===== config.mk =====
export PLATFORM = sky130hd
export DESIGN_NAME = csa_resolve
export DESIGN_NICKNAME = d
export VERILOG_FILES = /design/src/rtl/csa_pkg.sv /design/src/rtl/carry_propagate_segment.sv /design/src/rtl/csa_resolve.sv
export SDC_FILE = /design/constraint.sdc
export NUM_CORES = 1
export LEC_CHECK = 0
export ABC_AREA = 0
export BUFFER_PORTS_ARGS = -buffer_cell sky130_fd_sc_hd__buf_4
export CAP_MARGIN = 30
export CORE_MARGIN = 1
export CORE_UTILIZATION = 50
export DETAILED_ROUTE_END_ITERATION = 6
export GPL_ROUTABILITY_DRIVEN = 0
export HOLD_SLACK_MARGIN = 0.02
export PLACE_DENSITY = 0.75
export SLEW_MARGIN = 20
export SYNTH_ARGS = -nofsm -noshare
export SYNTH_HDL_FRONTEND = slang
export SYNTH_SLANG_ARGS = --single-unit

===== constraint.sdc =====
create_clock -name clk -period 4.3 [get_ports clk]
set_input_delay 0.215 -clock clk [delete_from_list [all_inputs] [get_ports clk]]
set_output_delay 0.215 -clock clk [all_outputs]
set_load 0.02 [all_outputs]

===== src/rtl/csa_pkg.sv =====
// Shared types and sizing helpers for the sequential CSA carry resolver.
package csa_pkg;

  typedef enum logic [1:0] {IDLE, BUSY, DONE} state_t;

  function automatic int num_segs(input int bit_len, input int seg_len);
    return (bit_len + 2 + seg_len - 1) / seg_len;
  endfunction

  // Segment counter needs at least one bit even when a single segment covers the word.
  function automatic int seg_cnt_width(input int n_segs);
    return (n_segs > 1) ? $clog2(n_segs) : 1;
  endfunction

endpackage


===== src/rtl/carry_propagate_segment.sv =====
// Combinational SEG_LEN-bit ripple adder; one slice of the resolver's carry chain.
module carry_propagate_segment #(
  parameter int SEG_LEN = 16
) (
  input  logic [SEG_LEN-1:0] A,
  input  logic [SEG_LEN-1:0] B,
  input  logic               Cin,
  output logic [SEG_LEN-1:0] S,
  output logic               Cout
);

  assign {Cout, S} = {1'b0, A} + {1'b0, B} + {{SEG_LEN{1'b0}}, Cin};

endmodule


===== src/rtl/csa_resolve.sv =====
// Converts a redundant CSA sum/carry pair into a binary sum, resolving SEG_LEN
// bits per cycle with the carry registered between segments.
module csa_resolve
  import csa_pkg::*;
#(
  parameter int BIT_LEN = 64,
  parameter int SEG_LEN = 16
) (
  input  logic               clk,
  input  logic               reset,
  input  logic               in_valid,
  output logic               in_ready,
  input  logic [BIT_LEN-1:0] in_s,
  input  logic [BIT_LEN-1:0] in_c,
  output logic               out_valid,
  input  logic               out_ready,
  output logic [BIT_LEN+1:0] out_sum
);

  localparam int NUM_SEGS = num_segs(BIT_LEN, SEG_LEN);
  localparam int W        = NUM_SEGS * SEG_LEN;
  localparam int CW       = seg_cnt_width(NUM_SEGS);
  localparam logic [CW-1:0] LAST_SEG = CW'(NUM_SEGS - 1);

  state_t state, next_state;

  logic [W-1:0]       a_reg, b_reg, result;
  logic [CW-1:0]      seg_cnt;
  logic               carry;
  int                 seg_base;
  logic [SEG_LEN-1:0] seg_a, seg_b, seg_sum;
  logic               seg_cout;

  always_comb begin
    seg_base = int'(seg_cnt) * SEG_LEN;
    seg_a    = a_reg[seg_base +: SEG_LEN];
    seg_b    = b_reg[seg_base +: SEG_LEN];
  end

  carry_propagate_segment #(.SEG_LEN(SEG_LEN)) u_seg (
    .A   (seg_a),
    .B   (seg_b),
    .Cin (carry),
    .S   (seg_sum),
    .Cout(seg_cout)
  );

  always_ff @(posedge clk) begin
    if (reset) state <= IDLE;
    else       state <= next_state;
  end

  always_comb begin
    next_state = state;
    case (state)
      IDLE:    if (in_valid)             next_state = BUSY;
      BUSY:    if (seg_cnt == LAST_SEG)  next_state = DONE;
      DONE:    if (out_ready)            next_state = IDLE;
      default:                           next_state = IDLE;
    endcase
  end

  // The carry out of the top segment is always zero, so it is simply never consumed.
  always_ff @(posedge clk) begin
    if (reset) begin
      a_reg   <= '0;
      b_reg   <= '0;
      result  <= '0;
      seg_cnt <= '0;
      carry   <= 1'b0;
    end else begin
      case (state)
        IDLE: begin
          if (in_valid) begin
            a_reg   <= W'(in_s);
            b_reg   <= W'({in_c, 1'b0});
            seg_cnt <= '0;
            carry   <= 1'b0;
          end
        end
        BUSY: begin
          result[seg_base +: SEG_LEN] <= seg_sum;
          carry   <= seg_cout;
          seg_cnt <= (seg_cnt == LAST_SEG) ? '0 : seg_cnt + 1'b1;
        end
        default: ;
      endcase
    end
  end

  always_comb begin
    in_ready  = (state == IDLE);
    out_valid = (state == DONE);
    out_sum   = result[BIT_LEN+1:0];
  end

endmodule


-- Word-level counts from Yosys, hierarchy flattened
Cells that the tools add are included.
- add/subtract/negate cells: 4
- $mul: 0
- divide/modulo/power cells: 0
- magnitude comparators: 0
- eq/ne operators: 6
- shifts and indexed selects: 4
- mux-type cells: 10
- bitwise logic cells: 0
- reduce and logical (&&, ||, !) cells: 5
- operator list (cell ; number):
    $shiftx A80 B8 Y16 ; 2
    $bwmux W80 ; 1
    $shift A16 B33 Y80 const A ; 1
    $shiftx A16 B33 Y80 ; 1
    $neg A7 Y33 ; 1
    $add A16 B16 Y17 ; 1
    $add A17 B1 Y17 ; 1
    $mux W2 ; 3
    $mux W3 ; 2
    $pmux W2 S3 ; 1
    $pmux W3 S2 ; 1
    $ne A2 B2 Y1 const B ; 2
    $reduce_and A2 Y1 ; 2
    $add A3 B1 Y3 const B ; 1
    $eq A3 B3 Y1 const B ; 1
    $reduce_and A3 Y1 ; 1
    $eq A2 B1 Y1 const B ; 1
    $eq A2 B2 Y1 const B ; 1
    $logic_not A2 Y1 ; 1
    $ne A2 B1 Y1 const B ; 1
    $pmux W1 S2 ; 1
    $reduce_bool A2 Y1 ; 1
    $mux W1 ; 1
- register bits after elaboration: 214
- bits in latches: 0
- RAM bits: 0
- memory bits (read-only): 0
- bits of input ports: 132
- output and inout port bits: 68
- word-level logic and storage cells: 35
- memories: 0

-- Depth between registers and ports, before layout
- depth after elaboration: 5
- mapped depth: 15

-- Modules after synthesis
Synthesis repeated with hierarchy kept, for this count alone.
- cells, all modules: 1072
- area, all modules: 9359.0 sq um
- modules (own cells, without submodules) (module ; times used ; cells each ; area each (sq um) ; sequential area each (sq um)):
    csa_resolve ; 1 ; 978 ; 8610.8 ; 4003.8
    carry_propagate_segment ; 1 ; 94 ; 748.2 ; 0.0

-- Worst setup path after synthesis
Ideal clock, no wire load.
- kind: register to register
- start point: register seg_cnt[0]
- end point: register result[9]
- setup time: 0.128 ns
- arrival: 3.065 ns
- setup slack: 1.107 ns
- cell stages (with the launch flop): 12
- buffers on the path: 2
- cells stage by stage: dfxtp_1 buf_2 buf_2 mux4_2 and2_1 ha_1 nor2b_1 o31a_4 o311a_2 a211oi_1 o21a_1 nor2_1
- cells in the longest elaborated chain, start to end: 5
- ends and longest elaborated chain (element ; line ; source):
    start: declaration ; csa_resolve.sv:28 ; logic [CW-1:0] seg_cnt;
    start signal: assignment ; csa_resolve.sv:84 ; seg_cnt <= (seg_cnt == LAST_SEG) ? '0 : seg_cnt + 1'b1;
    $shiftx A80 B8 Y16, on equally long branches ; csa_resolve.sv:36, csa_resolve.sv:37 ;
    $add A16 B16 Y17 ; carry_propagate_segment.sv:12 ; assign {Cout, S} = {1'b0, A} + {1'b0, B} + {{SEG_LEN{1'b0}}, Cin};
    $add A17 B1 Y17 ; carry_propagate_segment.sv:12 ;
    $shiftx A16 B33 Y80 ; csa_resolve.sv:82 ; result[seg_base +: SEG_LEN] <= seg_sum;
    $bwmux W80 (*) ; csa_resolve.sv:82 ;
    end signal: indexed assignment ; csa_resolve.sv:82 ;
    end: declaration ; csa_resolve.sv:27 ; logic [W-1:0] a_reg, b_reg, result;
Every way passes the cells marked *; elsewhere a longest branch is shown, timed or not.
A chain may end at the register's enable or synchronous reset.

-- Worst setup path after layout
- start point: register seg_cnt[1]
- end point: register result[62]
The elaborated chain is that of the path after synthesis.

==> results.py <==
metrics = {
    "worst_setup_path": {
        "crit_end": "result[62]$_SDFFE_PP0P_",
        "worst-setup-path-type": "register to register",
        "cp-start-kind": "register",
        "critical_path.max_fanout": 26,
        "register_to_register_path_depth": 10,
        "critical_path.reg2reg.startpoint": "seg_cnt[1]$_SDFFE_PP0P_",
        "setup.reg_to_reg.worst_slack_ns": 0.62,
        "critPathLaunch": "seg_cnt[1]$_SDFFE_PP0P_",
        "cp_data_arrival_time_ns": 3.97,
        "end_kind": "register",
        "regToRegEndpoint": "result[62]$_SDFFE_PP0P_",
        "timing.critical_path.required_ns": 4.59,
    },
    "floorplan": {
        "die_w_um": 136,
        "placementRows": 48,
        "fp.dieArea_um2": 18500,
        "initial_core_util": 0.514,
        "die_y_um": 136,
        "design.portCount": 200,
        "core_um2": 17400,
    },
    "global_route": {
        "antenna_found_initial": 0,
        "global_route.usage.total": 0.267,
        "grt.overflow.total": 0,
        "number_of_global_route_vias_before_repair": 7593,
        "grt_max_degree": 112,
        "grt_pass1_wl_um": 38200,
    },
    "sta": {
        "fin_worst_skew_ns": 0.00766,
        "setup_violators_final": 0,
        "timing_max_transition_violations_final": 0,
        "setup_repair_after_global_routing_missed_its_margin": "no",
        "measured_slew_at_the_worst_slew_check_pin_ns": 0.908,
        "final_hold_viols": 0,
        "period_share": 0.856,
        "timing.final.crit_period_ns": 3.68,
        "max-slew-margin-rel": 0.394,
        "max_freq_mhz": 272,
        "setup_tns_ns": 0,
    },
    "routing": {
        "totalWireLength_um": 24300,
        "via_per_inst": 5.55,
        "drtAntennaViolNets": 0,
        "dr.first_iter.drc_count": 671,
        "wl_per_cell_um": 16.5,
        "drt_first_pass_iters": 5,
        "remaining_drc_errors": 0,
        "route.vias.total": 8180,
    },
    "yosys": {
        "synthSimpleGateAreaFrac": 0.216,
        "post_synth_num_cell_types": 61,
        "post_synthesis_compound_gate_area_fraction": 0.172,
        "synth-adder-area-share": 0.0352,
        "netlist_area_um2": 8960,
        "edff_count_synth": 0,
        "synth_top_family_by_area": "simple AND/OR/NAND/NOR gates",
        "post-synth-top-area-cell": "sky130_fd_sc_hd__dfxtp_1",
        "largest_cells_by_area_after_synthesis": "sky130_fd_sc_hd__dfxtp_1, sky130_fd_sc_hd__nand2_1, sky130_fd_sc_hd__a21oi_1, sky130_fd_sc_hd__mux4_2, sky130_fd_sc_hd__ha_1",
        "synth-xor-area-share": 0.00684,
        "synthesis.nets": 1211,
        "syn_inst_count": 1055,
        "synth_top_flop_cell": "sky130_fd_sc_hd__dfxtp_1",
        "postSynthAreaPerCell_um2": 8.49,
        "synthesis.yosys.warnings": 0,
        "synth.mux.area_fraction": 0.0824,
        "synth_most_common_cell": "sky130_fd_sc_hd__nand2_1",
        "synth_largest_type_area_fraction": 0.447,
        "ys_ff_latch": 200,
        "async_flop_share": 0,
        "synth.yosys.seq_area_share": 0.447,
        "synth.cells.most_frequent": "sky130_fd_sc_hd__nand2_1, sky130_fd_sc_hd__dfxtp_1, sky130_fd_sc_hd__a21oi_1",
    },
    "clocking": {
        "clk_latency_ns": 0.44,
        "cts_tree": "built",
        "clock_tree.buffer_depth": 2,
        "path_clk_slew_ns": 0.07,
        "clk_root_buffer_cell": "sky130_fd_sc_hd__clkbuf_16",
        "clock-sinks": 200,
        "post_cts_resize_count": 0,
        "htree_num_levels": 4,
        "postCtsHoldBufs": 25,
        "cts.repair_timing.setup_buffer_count": 0,
        "cts-buffers-inserted": 17,
    },
    "final_layout": {
        "insertedDiodeCount": 0,
        "layout.nets": 1392,
        "area.growth.synth_to_final_pct": 27.4,
        "fill_cells": 1478,
        "flip_flop_count_of_the_largest_register_after_layout": 66,
        "drive_gt1_frac": 0.234,
    },
    "pwr": {
        "worst_ir_drop_vdd_mv": 0.299,
        "design_power_total_w": 0.00440,
        "p_leak_nw": 4.67,
        "p_per_area_nw_per_um2": 386,
    },
    "run_status": {
        "run_status": "complete, no violations",
    },
    "place": {
        "io_buffers": 199,
        "place.detailed.hpwl_um": 17100,
    },
    "worst_hold_path": {
        "timing.hold.worst.class": "primary input to register",
        "hold_path.startpoint": "in_s[49]",
    },
    "job": {
        "maxCapViolations": 0,
    },
}
## kinds of logic after synthesis
group | Yosys count
xor gates and xnor gates | 7
buffers and inverters | 85
AOI/OAI and AO/OA | 250
muxes | 35
DFF | 200
and+or+nand+nor | 454
adders and majority gates | 24
## layer usage
layer / wire length (µm) / global-route usage
met4: 554 / 0.0930
met3: 1510 / 0.0481
met1: 10600 / 0.357
met5: 0 / 0
met2: 11600 / 0.434
## worst max-delay path: stages (launching register included)
cell,delay [ns]
sky130_fd_sc_hd__dfxtp_2,0.75
sky130_fd_sc_hd__buf_4,0.36
sky130_fd_sc_hd__mux4_2,0.33
sky130_fd_sc_hd__and2_1,0.21
sky130_fd_sc_hd__fa_1,0.45
sky130_fd_sc_hd__a211oi_1,0.24
sky130_fd_sc_hd__o21ai_1,0.17
sky130_fd_sc_hd__a21oi_2,0.22
sky130_fd_sc_hd__nor4b_2,0.07
sky130_fd_sc_hd__a211oi_1,0.52
sky130_fd_sc_hd__o21ai_0,0.20
## report_power, final
| part | internal [W] | switching [W] |
|---|---|---|
| combinational | 0.000292 | 0.000375 |
| sequential | 0.00194 | 0.0000544 |
| clock | 0.00105 | 0.000695 |
## worst min-delay path by stage
stage                        endpoint  cells past startpoint
6_report       a_reg[49]$_SDFFE_PP0P_                      3
5_1_grt        a_reg[34]$_SDFFE_PP0P_                      3
4_1_cts        b_reg[35]$_SDFFE_PP0P_                      3
3_5_place_dp   b_reg[41]$_SDFFE_PP0P_                      2
3_3_place_gp   b_reg[25]$_SDFFE_PP0P_                      2
2_1_floorplan   a_reg[0]$_SDFFE_PP0P_                      2
## cell type report
class | instances | area, µm² | share of cell area
Multi-Input combinational cell | 770 | 4600 | 0.403
Sequential cell | 200 | 4010 | 0.351
Timing Repair Buffer | 233 | 1830 | 0.160
Clock buffer | 20 | 447 | 0.0391
Tap cell | 225 | 282 | 0.0247
Clock inverter | 11 | 194 | 0.0170
Inverter | 14 | 52.6 | 0.00460
## cells in the final DEF, fill, tap and decap left out, types with 3 or more instances in the layout
cell and instances:
sky130_fd_sc_hd__a211oi_1 8, sky130_fd_sc_hd__a22oi_1 12, sky130_fd_sc_hd__o21ai_1 6, sky130_fd_sc_hd__a32oi_1 6, sky130_fd_sc_hd__mux4_2 31, sky130_fd_sc_hd__a22o_1 12, sky130_fd_sc_hd__buf_4 206, sky130_fd_sc_hd__and3_1 6
sky130_fd_sc_hd__a21oi_4 3, sky130_fd_sc_hd__ha_1 22, sky130_fd_sc_hd__inv_1 13, sky130_fd_sc_hd__dfxtp_1 198, sky130_fd_sc_hd__mux2i_1 4, sky130_fd_sc_hd__nand3b_1 5, sky130_fd_sc_hd__nor2b_1 4, sky130_fd_sc_hd__a21oi_1 155
sky130_fd_sc_hd__nor3_1 16, sky130_fd_sc_hd__dlygate4sd3_1 25, sky130_fd_sc_hd__nor2_1 54, sky130_fd_sc_hd__nand2b_1 5, sky130_fd_sc_hd__nand2_1 302, sky130_fd_sc_hd__xor2_1 4, sky130_fd_sc_hd__xnor2_1 3, sky130_fd_sc_hd__clkbuf_16 17
sky130_fd_sc_hd__a21o_1 4, sky130_fd_sc_hd__bufinv_16 5, sky130_fd_sc_hd__o21ai_0 17, sky130_fd_sc_hd__o21a_1 4, sky130_fd_sc_hd__and2_1 32, sky130_fd_sc_hd__or3_1 4, sky130_fd_sc_hd__nand3_1 13, sky130_fd_sc_hd__nor4_1 4
## metrics by stage
stage	util	setup slack [ns]	instance area [µm²]	hold slack (ns)	std cells
CTS	0.655	0.687	11400	0.0202	1473
finish	0.655	0.618	11400	0.0264	1473
global placement	0.604	0.791	10500	0.440	1417
detailed placement	0.604	0.728	10500	0.444	1417
global route	0.655	0.417	11400	0.0207	1473
floorplan	-	1.11	8960	0.351	1055
Power figures use the tool's default switching activity.
